<file path="src/rtl/reg_latency_pkg.sv">
// Shared register map for the GTF raw latency register file: channel offsets,
// global page addresses, CONTROL bit positions and the ID constant.
package reg_latency_pkg;

  localparam logic [7:0] OFF_STATUS        = 8'h00;
  localparam logic [7:0] OFF_CONTROL       = 8'h04;
  localparam logic [7:0] OFF_ERR_INJ_COUNT = 8'h10;
  localparam logic [7:0] OFF_ERR_INJ_DELAY = 8'h14;
  localparam logic [7:0] OFF_ERR_INJ_REM   = 8'h18;
  localparam logic [7:0] OFF_LAT_PKT_CNT   = 8'h20;
  localparam logic [7:0] OFF_LAT_PENDING   = 8'h24;
  localparam logic [7:0] OFF_LAT_TX_TIME   = 8'h28;
  localparam logic [7:0] OFF_LAT_RX_TIME   = 8'h2C;
  localparam logic [7:0] OFF_ACC_LO        = 8'h30;
  localparam logic [7:0] OFF_ACC_HI        = 8'h34;
  localparam logic [7:0] OFF_DELTA_MAX     = 8'h38;
  localparam logic [7:0] OFF_DELTA_MIN     = 8'h3C;
  localparam logic [7:0] OFF_DELTA_ADJ     = 8'h40;
  localparam logic [7:0] OFF_DELTA_IDX     = 8'h44;

  localparam int CTRL_GTWIZ_RESET_ALL = 0;
  localparam int CTRL_TXDP_RESET      = 1;
  localparam int CTRL_RXDP_RESET      = 2;
  localparam int CTRL_LAT_ENABLE      = 4;
  localparam int CTRL_LAT_POP         = 5;
  localparam int CTRL_LAT_CLEAR       = 6;
  localparam int CTRL_ERR_INJ_START   = 8;
  localparam int STATUS_LINK_DOWN     = 2;

  localparam logic [31:0] ADDR_ID      = 32'h0000_0F00;
  localparam logic [31:0] ADDR_SCRATCH = 32'h0000_0F04;
  localparam logic [15:0] ID_UPPER     = 16'h4C41;
  localparam logic [31:0] CH_STRIDE    = 32'h0000_0100;

  function automatic logic [31:0] ch_addr(input int unsigned ch, input logic [7:0] off);
    return 32'(ch) * CH_STRIDE + {24'h0, off};
  endfunction

endpackage

</file>
<file path="src/rtl/reg_latency_ch.sv">
// One latency/error-injection channel: RW settings, command pulses, sticky
// link-down latch, accumulator high-word shadow and the per-channel read mux.
module reg_latency_ch
  import reg_latency_pkg::*;
#(
  parameter int CNT_W = 16,
  parameter int ACC_W = 48
) (
  input  logic             aclk,
  input  logic             areset,
  input  logic             wen,
  input  logic             ren,
  input  logic [7:0]       off,
  input  logic [31:0]      wdata,
  input  logic             link_status,
  input  logic             link_stable,
  input  logic [CNT_W-1:0] err_inj_remain,
  input  logic [CNT_W-1:0] lat_pending,
  input  logic [CNT_W-1:0] lat_tx_time,
  input  logic [CNT_W-1:0] lat_rx_time,
  input  logic [CNT_W-1:0] delta_max,
  input  logic [CNT_W-1:0] delta_min,
  input  logic [CNT_W-1:0] delta_adj,
  input  logic [ACC_W-1:0] delta_acc,
  input  logic [31:0]      delta_idx,
  output logic             gtwiz_reset_all,
  output logic             txdp_reset,
  output logic             rxdp_reset,
  output logic             lat_enable,
  output logic             lat_pop,
  output logic             lat_clear,
  output logic             err_inj_start,
  output logic [CNT_W-1:0] err_inj_count,
  output logic [CNT_W-1:0] err_inj_delay,
  output logic [CNT_W-1:0] lat_pkt_cnt,
  output logic [31:0]      rd_data
);

  logic             wr_status, wr_control;
  logic             link_d, link_fell, link_down;
  logic [ACC_W-33:0] acc_shadow;
  logic             unused_wdata;

  assign wr_status    = wen && (off == OFF_STATUS);
  assign wr_control   = wen && (off == OFF_CONTROL);
  assign link_fell    = link_d && !link_status;
  assign unused_wdata = ^{wdata[31:9], wdata[7], wdata[3]};

  always_ff @(posedge aclk or posedge areset) begin
    if (areset) begin
      gtwiz_reset_all <= 1'b0;
      txdp_reset      <= 1'b0;
      rxdp_reset      <= 1'b0;
      lat_enable      <= 1'b0;
      lat_pop         <= 1'b0;
      lat_clear       <= 1'b0;
      err_inj_start   <= 1'b0;
    end else begin
      if (wr_control) begin
        gtwiz_reset_all <= wdata[CTRL_GTWIZ_RESET_ALL];
        txdp_reset      <= wdata[CTRL_TXDP_RESET];
        rxdp_reset      <= wdata[CTRL_RXDP_RESET];
        lat_enable      <= wdata[CTRL_LAT_ENABLE];
      end
      lat_pop       <= wr_control && wdata[CTRL_LAT_POP];
      lat_clear     <= wr_control && wdata[CTRL_LAT_CLEAR];
      err_inj_start <= wr_control && wdata[CTRL_ERR_INJ_START];
    end
  end

  always_ff @(posedge aclk or posedge areset) begin
    if (areset) begin
      err_inj_count <= '0;
      err_inj_delay <= '0;
      lat_pkt_cnt   <= '0;
    end else if (wen) begin
      if (off == OFF_ERR_INJ_COUNT) err_inj_count <= wdata[CNT_W-1:0];
      if (off == OFF_ERR_INJ_DELAY) err_inj_delay <= wdata[CNT_W-1:0];
      if (off == OFF_LAT_PKT_CNT)   lat_pkt_cnt   <= wdata[CNT_W-1:0];
    end
  end

  // A new falling edge outranks a simultaneous W1C so a drop is never lost.
  always_ff @(posedge aclk or posedge areset) begin
    if (areset) begin
      link_d     <= 1'b0;
      link_down  <= 1'b0;
      acc_shadow <= '0;
    end else begin
      link_d <= link_status;
      if (link_fell)
        link_down <= 1'b1;
      else if (wr_status && wdata[STATUS_LINK_DOWN])
        link_down <= 1'b0;
      if (ren && (off == OFF_ACC_LO))
        acc_shadow <= delta_acc[ACC_W-1:32];
    end
  end

  always_comb begin
    rd_data = '0;
    case (off)
      OFF_STATUS:        rd_data = {29'h0, link_down, link_stable, link_status};
      OFF_CONTROL:       rd_data = {27'h0, lat_enable, 1'b0, rxdp_reset, txdp_reset, gtwiz_reset_all};
      OFF_ERR_INJ_COUNT: rd_data = 32'(err_inj_count);
      OFF_ERR_INJ_DELAY: rd_data = 32'(err_inj_delay);
      OFF_ERR_INJ_REM:   rd_data = 32'(err_inj_remain);
      OFF_LAT_PKT_CNT:   rd_data = 32'(lat_pkt_cnt);
      OFF_LAT_PENDING:   rd_data = 32'(lat_pending);
      OFF_LAT_TX_TIME:   rd_data = 32'(lat_tx_time);
      OFF_LAT_RX_TIME:   rd_data = 32'(lat_rx_time);
      OFF_ACC_LO:        rd_data = delta_acc[31:0];
      OFF_ACC_HI:        rd_data = 32'(acc_shadow);
      OFF_DELTA_MAX:     rd_data = 32'(delta_max);
      OFF_DELTA_MIN:     rd_data = 32'(delta_min);
      OFF_DELTA_ADJ:     rd_data = 32'(delta_adj);
      OFF_DELTA_IDX:     rd_data = delta_idx;
      default:           rd_data = '0;
    endcase
  end

endmodule

</file>
<file path="src/rtl/reg_latency_raw_multi.sv">
// Multi-channel register file top: address decode, global ID/scratch page
// and the registered, valid-qualified read path.
module reg_latency_raw_multi
  import reg_latency_pkg::*;
#(
  parameter int         NUM_CH  = 4,
  parameter int         CNT_W   = 16,
  parameter int         ACC_W   = 48,
  parameter logic [7:0] VERSION = 8'h02
) (
  input  logic                    aclk,
  input  logic                    areset,
  input  logic                    wen,
  input  logic                    ren,
  input  logic [31:0]             addr,
  input  logic [31:0]             wdata,
  output logic [31:0]             rdata,
  output logic                    rvalid,
  output logic [NUM_CH-1:0]       IO_CONTROL_GTWIZ_RESET_ALL,
  output logic [NUM_CH-1:0]       IO_CONTROL_GTF_CH_TXDP_RESET,
  output logic [NUM_CH-1:0]       IO_CONTROL_GTF_CH_RXDP_RESET,
  output logic [NUM_CH-1:0]       IO_CONTROL_LAT_ENABLE,
  output logic [NUM_CH-1:0]       IO_CONTROL_LAT_POP,
  output logic [NUM_CH-1:0]       IO_CONTROL_LAT_CLEAR,
  output logic [NUM_CH-1:0]       IO_CONTROL_ERR_INJ_START,
  output logic [NUM_CH*CNT_W-1:0] IO_ERR_INJ_COUNT_VALUE,
  output logic [NUM_CH*CNT_W-1:0] IO_ERR_INJ_DELAY_VALUE,
  output logic [NUM_CH*CNT_W-1:0] IO_LAT_PKT_CNT_VALUE,
  input  logic [NUM_CH-1:0]       IO_STATUS_LINK_STATUS,
  input  logic [NUM_CH-1:0]       IO_STATUS_LINK_STABLE,
  input  logic [NUM_CH*CNT_W-1:0] IO_ERR_INJ_REMAIN_VALUE,
  input  logic [NUM_CH*CNT_W-1:0] IO_LAT_PENDING_VALUE,
  input  logic [NUM_CH*CNT_W-1:0] IO_LAT_TX_TIME_VALUE,
  input  logic [NUM_CH*CNT_W-1:0] IO_LAT_RX_TIME_VALUE,
  input  logic [NUM_CH*CNT_W-1:0] IO_LAT_DELTA_MAX_VALUE,
  input  logic [NUM_CH*CNT_W-1:0] IO_LAT_DELTA_MIN_VALUE,
  input  logic [NUM_CH*CNT_W-1:0] IO_LAT_DELTA_ADJ_VALUE,
  input  logic [NUM_CH*ACC_W-1:0] IO_LAT_DELTA_ACC_VALUE,
  input  logic [NUM_CH*32-1:0]    IO_LAT_DELTA_IDX_VALUE
);

  logic [3:0]  ch_sel;
  logic [7:0]  off;
  logic        ch_hit;
  logic [31:0] ch_rd [NUM_CH];
  logic [31:0] scratch;
  logic [31:0] rd_next;

  assign ch_sel = addr[11:8];
  assign off    = addr[7:0];
  assign ch_hit = (addr[31:12] == 20'h0) && ({1'b0, ch_sel} < 5'(NUM_CH));

  for (genvar c = 0; c < NUM_CH; c++) begin : g_ch
    logic sel;
    assign sel = ch_hit && (ch_sel == 4'(c));

    reg_latency_ch #(.CNT_W(CNT_W), .ACC_W(ACC_W)) u_ch (
      .aclk            (aclk),
      .areset          (areset),
      .wen             (wen && sel),
      .ren             (ren && sel),
      .off             (off),
      .wdata           (wdata),
      .link_status     (IO_STATUS_LINK_STATUS[c]),
      .link_stable     (IO_STATUS_LINK_STABLE[c]),
      .err_inj_remain  (IO_ERR_INJ_REMAIN_VALUE[c*CNT_W +: CNT_W]),
      .lat_pending     (IO_LAT_PENDING_VALUE[c*CNT_W +: CNT_W]),
      .lat_tx_time     (IO_LAT_TX_TIME_VALUE[c*CNT_W +: CNT_W]),
      .lat_rx_time     (IO_LAT_RX_TIME_VALUE[c*CNT_W +: CNT_W]),
      .delta_max       (IO_LAT_DELTA_MAX_VALUE[c*CNT_W +: CNT_W]),
      .delta_min       (IO_LAT_DELTA_MIN_VALUE[c*CNT_W +: CNT_W]),
      .delta_adj       (IO_LAT_DELTA_ADJ_VALUE[c*CNT_W +: CNT_W]),
      .delta_acc       (IO_LAT_DELTA_ACC_VALUE[c*ACC_W +: ACC_W]),
      .delta_idx       (IO_LAT_DELTA_IDX_VALUE[c*32 +: 32]),
      .gtwiz_reset_all (IO_CONTROL_GTWIZ_RESET_ALL[c]),
      .txdp_reset      (IO_CONTROL_GTF_CH_TXDP_RESET[c]),
      .rxdp_reset      (IO_CONTROL_GTF_CH_RXDP_RESET[c]),
      .lat_enable      (IO_CONTROL_LAT_ENABLE[c]),
      .lat_pop         (IO_CONTROL_LAT_POP[c]),
      .lat_clear       (IO_CONTROL_LAT_CLEAR[c]),
      .err_inj_start   (IO_CONTROL_ERR_INJ_START[c]),
      .err_inj_count   (IO_ERR_INJ_COUNT_VALUE[c*CNT_W +: CNT_W]),
      .err_inj_delay   (IO_ERR_INJ_DELAY_VALUE[c*CNT_W +: CNT_W]),
      .lat_pkt_cnt     (IO_LAT_PKT_CNT_VALUE[c*CNT_W +: CNT_W]),
      .rd_data         (ch_rd[c])
    );
  end

  always_comb begin
    rd_next = '0;
    if (addr == ADDR_ID)
      rd_next = {ID_UPPER, VERSION, 8'(NUM_CH)};
    else if (addr == ADDR_SCRATCH)
      rd_next = scratch;
    else if (ch_hit)
      for (int c = 0; c < NUM_CH; c++)
        if (ch_sel == 4'(c)) rd_next = ch_rd[c];
  end

  // Read data is captured from pre-write state, so a same-edge write is not visible yet.
  always_ff @(posedge aclk or posedge areset) begin
    if (areset) begin
      scratch <= '0;
      rdata   <= '0;
      rvalid  <= 1'b0;
    end else begin
      if (wen && (addr == ADDR_SCRATCH)) scratch <= wdata;
      rvalid <= ren;
      rdata  <= ren ? rd_next : 32'h0;
    end
  end

endmodule

</file>
<file path="config.mk">
export PLATFORM = sky130hd
export DESIGN_NAME = reg_latency_raw_multi
export DESIGN_NICKNAME = d
export VERILOG_FILES = /design/src/rtl/reg_latency_pkg.sv /design/src/rtl/reg_latency_ch.sv /design/src/rtl/reg_latency_raw_multi.sv
export SDC_FILE = /design/constraint.sdc
export NUM_CORES = 1
export LEC_CHECK = 0
export ABC_AREA = 1
export CAP_MARGIN = 20
export CORE_AREA = 8 8 423 425
export CTS_BUF_LIST = sky130_fd_sc_hd__clkbuf_8
export CTS_CLUSTER_SIZE = 24
export DETAILED_ROUTE_END_ITERATION = 8
export DIE_AREA = 0 0 431 433
export SETUP_SLACK_MARGIN = 0.4
export SLEW_MARGIN = 20
export SYNTH_ARGS = -nofsm -noshare
export SYNTH_HDL_FRONTEND = slang
export SYNTH_SLANG_ARGS = --single-unit
</file>
<file path="constraint.sdc">
create_clock -name aclk -period 14.55 [get_ports aclk]
set_input_delay 2.1825 -clock aclk [delete_from_list [all_inputs] [get_ports aclk]]
set_output_delay 2.1825 -clock aclk [all_outputs]
set_load 0.01 [all_outputs]
</file>
# Yosys cells after proc, flatten, opt, wreduce, memory -nomap -nowiden

Index checks and enable logic that the tools add are counted.

Input bits: 844
Bits in registers: 357
Output and inout bits: 253

Reductions and logical operators: 69
Order comparisons: 1
Equal/unequal tests: 19
Muxes and demuxes: 20

Operator list:

| cell                   | number |
|---|---|
| $pmux W32 S15          | 4 |
| $mux W32               | 8 |
| $eq A32 B12 Y1 const B | 2 |
| $eq A8 B6 Y1 const B   | 8 |
| $logic_and A1 B1 Y1    | 46 |
| $eq A8 B5 Y1 const B   | 3 |
| $reduce_and A2 Y1      | 12 |
| $logic_not A20 Y1      | 1 |
| $eq A8 B7 Y1 const B   | 2 |
| $eq A4 B2 Y1 const B   | 2 |
| $eq A8 B3 Y1 const B   | 1 |
| $logic_not A8 Y1       | 1 |
| $mux W1                | 8 |
| $reduce_bool A2 Y1     | 4 |
| $eq A4 B1 Y1 const B   | 1 |
| $logic_not A1 Y1       | 4 |
| $logic_not A4 Y1       | 1 |
| $lt A4 B3 Y1 const B   | 1 |

# Depth between registers and ports, before layout

Depth in word-level cells: 10
Gate-level depth with buffers: 15
Mapped depth without buffers: 13

# By module

From an unflattened synthesis, not the netlist that was laid out.

Cell total of the unflattened synthesis: 4077
Area, all modules: 25350.6 um^2

By module, submodules not included:

| module                | times used | area each (um^2) | cells each | sequential area each (um^2) |
|---|---|---|---|---|
| reg_latency_ch        | 4          | 5313.8           | 868        | 1826.8 |
| reg_latency_raw_multi | 1          | 4095.2           | 605        | 1626.6 |

# Worst setup path after synthesis

No wires, ideal clock.

Path kind: in2reg
Start: input port addr[23]
End: register scratch[0]
Path buffers: 3
Stages on the path: 12
Path slack: 10.891 ns
Arrival time: 3.526 ns
Cells stage by stage: nor2_1 > nand2_1 > nor2_1 > nand2_1 > nor3_1 > and2_1 > buf_2 > nand2_1 > buf_2 > buf_2 > nand2_1 > o21ai_0

Cells in the longest elaborated chain, start to end: 2

RTL lines:

| what                 | RTL line                     | RTL |
|---|---|---|
| from (decl)          | reg_latency_raw_multi.sv:15  | `input logic [31:0] addr,` |
| $eq A32 B12 Y1       | reg_latency_raw_multi.sv:107 | `if (wen && (addr == ADDR_SCRATCH)) scratch <= wdata;` |
| $logic_and A1 B1 Y1  | reg_latency_raw_multi.sv:107 |  |
| to (signal assigned) | reg_latency_raw_multi.sv:107 |  |
| to (decl)            | reg_latency_raw_multi.sv:46  | `logic [31:0] scratch;` |

Every way passes these cells.
A chain may end at the register's enable or synchronous reset.

# Worst setup path in the final report

Start: input port addr[1]
End: register rdata[12]

Cells in the longest elaborated chain, start to end: 10

RTL lines:

| what                                       | RTL line                     | RTL |
|---|---|---|
| $eq A8 B7 Y1, or another cell as far along | reg_latency_ch.sv:102        | `case (off)` |
| $pmux W32 S15                              | reg_latency_ch.sv:102        |  |
| $mux W32 (4 in series)                     | reg_latency_raw_multi.sv:97  | `if (ch_sel == 4'(c)) rd_next = ch_rd[c];` |
| $mux W32                                   | reg_latency_raw_multi.sv:95  | `else if (ch_hit)` |
| $mux W32                                   | reg_latency_raw_multi.sv:93  | `else if (addr == ADDR_SCRATCH)` |
| $mux W32 (*)                               | reg_latency_raw_multi.sv:91  | `if (addr == ADDR_ID)` |
| $mux W32 (*)                               | reg_latency_raw_multi.sv:109 | `rdata <= ren ? rd_next : 32'h0;` |
| to (signal assigned)                       | reg_latency_raw_multi.sv:109 |  |
| to (decl)                                  | reg_latency_raw_multi.sv:17  | `output logic [31:0] rdata,` |

Every way passes the cells marked *; elsewhere a longest branch is shown, timed or not.

==> reports/metrics.yaml <==
global_route:
  first_global_vias: 29350
  grt_usage: 0.2652
  grt-ovfl-total: 0
  antenna_found_initial: 218
  grt_first_pass_wirelength_um: 324600
  grt_max_degree: 85
clocking:
  cts_setup_buffers: 0
  numCtsBuffers: 79
  cts_root_buf: "clkbuf_8"
  path_clk_slew_ns: 0.06
  htreeDepth: 3
  clk_path_buf_depth: 3
  cts_resized: 0
  clk_latency_ns: 0.83
  tritoncts: "done"
  holdBufCountCts: 0
  cts.sinks: 357
synthesis:
  synth_ff_type: "dfrtp_1"
  syn-cell-area_um2: 22220
  yosysSeqAreaShare: 0.4021
  synth_warnings: 0
  synth_seq_cells: 357
  async_flop_share: 1.000
  synth_area_per_cell_um2: 6.692
  synth_top_cell_area_share: 0.4021
  syn-num-nets: 4164
  synthCells: 3320
  synth_edf_count: 0
  ys_types: 32
  synthTopCellsByArea: "dfrtp_1 (40%), nand2_1 (21%), nand3_1 (12%), nor2_1 (4.8%), o21ai_0 (4.7%)"
  synth_top_area_cell: "dfrtp_1"
  synthTopCellsByCount: "nand2_1 (1248), nand3_1 (526), dfrtp_1 (357)"
  yosysMostFrequentCell: "nand2_1"
setup_path:
  end_kind: "flip-flop"
  worstPathMaxFanout: 65
  critPathArrivalTime_ns: 6.44
  cp.required_ns: 15.27
  cp-start-kind: "input pin"
  crit_type: "in2reg"
finish:
  area_growth_syn_to_layout_pct: 68.16
  fin_nets: 5159
  multiInputGateArea_um2: 11530
  drive_gt1_frac: 0.06530
  seq_area_um2: 8934
  fillers: 19457
floorplan:
  start_util: 0.1288
  std_cell_rows: 153
  die_h_um: 433
  io-pin-count: 1097
  die_x_um: 431
  die-area_um2: 186600
  core_um2: 172500
place:
  dp_hpwl_um: 214100
  portBuffers: 1096
  place.gp.congestion: 1.028
timing:
  max_freq_ghz: 0.1747
  setup_viol: 0
  period_minus_slack_ns: 5.725
  tns_ns: 0
  slew_headroom: 0.2669
  hold_viol: 0
  period_share: 0.3934
  worstMarginPinSlew_ns: 1.097
  slew_violations: 0
  rsz0062_at_grt: "no"
  finClkSkew_ns: 0.06100
drt:
  antenna_left: 0
  avgRoutedWirePerCell_um: 38.46
  vias: 30810
  drtIter0Drc: 4443
  via_per_inst: 4.534
  drt_pass1_iterations: 6
  route.detailed.drc: 0
  wirelength_um: 261400
power:
  p_sw_frac: 0.3058
  p_comb_frac: 0.156
  p_seq_frac: 0.373
  ir_worst_vdd_uv: 48.43
  clock_power_share: 0.471
  power_w: 0.002665
  p_leak_nw: 15.67
  p_per_area_nw_per_um2: 71.34
  p_switching_w: 0.0008151
  internal-power_w: 0.001850
run_status:
  status: "finished clean"
hold_path:
  hp-class: "reg2reg"
flow_run:
  drv_cap: 0
-- final cells by class --
cell class,instances,area share
Sequential cell,357,0.2391
Clock buffer,92,0.03389
Clock inverter,54,0.009779
Tap cell,2325,0.07786
Timing Repair Buffer,1169,0.3088
Inverter,153,0.01567
Antenna cell,91,0.006095
Multi-Input combinational cell,2555,0.3087
-- stage by stage --
| stage | util | area (um^2) | setup slack, ns | instances | hold WS, ns |
|---|---|---|---|---|---|
| 6_report | 0.2166 | 37360 | 8.825 | 6796 | 0.4916 |
| 5_1_grt | 0.2161 | 37270 | 8.733 | 6758 | 0.5024 |
| 4_1_cts | 0.2151 | 37100 | 9.019 | 6704 | 0.4879 |
| 3_5_place_dp | 0.2057 | 35470 | 8.099 | 6558 | 0.4736 |
| 3_3_place_gp | 0.2056 | 35460 | 8.040 | 6558 | 0.4666 |
| 2_1_floorplan | - | 22220 | 2.462 | 3320 | 0.4533 |
-- metal layers --
layer  share of wire  track usage
met1            0.39       0.3262
met2            0.43       0.4023
met3            0.11      0.09511
met4           0.062       0.1469
met5          0.0022            0
-- worst max-delay path: stages --
cell	delay [ns]
clkdlybuf4s50_1	0.46
inv_1	0.09
nand2_1	0.17
nor2_4	0.12
buf_4	0.61
nand2_1	0.31
inv_4	0.43
buf_4	0.80
nand2_1	0.13
nand2_1	0.28
nor2_1	0.08
nand2_1	0.15
nor2_1	0.11
nor2_1	0.12
nand2_1	0.06
a21oi_1	0.11
-- sequential cells by signal, summed over array words and instances (netlist names), 32 cells and up --
register / count
g_ch.u_ch.acc_shadow: 64
rdata: 32
scratch: 32
g_ch.u_ch.err_inj_count: 64
g_ch.u_ch.err_inj_delay: 64
g_ch.u_ch.lat_pkt_cnt: 64
-- cell families after synthesis --
logic type,Yosys count,synth area share
simple gates,2163,0.4096
buf+inv,408,0.08380
flops,357,0.4021
compound gates,339,0.07766
mux,53,0.02686
-- power groups by stage --
stage	combinational [W]	sequential, W	clock (W)
2_1_floorplan	0.0000690	0.00101	0
3_5_place_dp	0.000413	0.00101	0
5_1_grt	0.000428	0.000994	0.00131
3_3_place_gp	0.000412	0.00101	0
6_report	0.000415	0.000994	0.00126
4_1_cts	0.000415	0.000994	0.00128
-- placed cells by master, fill, tap and decap left out, types with 3 or more instances in the layout --
| cell type | count |
|---|---|
| nand2_1 | 1245 |
| clkdlybuf4s50_1 | 1096 |
| nand3_1 | 526 |
| dfrtp_1 | 357 |
| nor2_1 | 275 |
| o21ai_0 | 208 |
| inv_1 | 170 |
| clkbuf_8 | 92 |
| diode_2 | 91 |
| a21oi_1 | 74 |
| nand4_1 | 74 |
| buf_4 | 72 |
| o21ai_1 | 47 |
| mux2_2 | 47 |
| nor2_4 | 20 |
| clkinv_2 | 12 |
| inv_2 | 10 |
| nor2_2 | 8 |
| nand2_2 | 6 |
| mux2_1 | 6 |
| a221oi_1 | 5 |
| clkinv_1 | 3 |
| inv_8 | 3 |
| bufinv_16 | 3 |
-- path summary, 6_finish.rpt --
kind	from	end	slack (ns)	cells after the start
max	addr[1]	rdata[12]	8.83	16
min	scratch[0]	scratch[0]	0.49	2
max reg2reg	g_ch[1].u_ch.err_inj_count[11]	rdata[11]	12.43	8
min reg2reg	scratch[0]	scratch[0]	0.49	2
max in group asynchronous	areset	g_ch[3].u_ch.err_inj_start	9.49	5
min in group asynchronous	areset	g_ch[1].u_ch.lat_pop	1.90	2
Power figures use the tool's default switching activity.
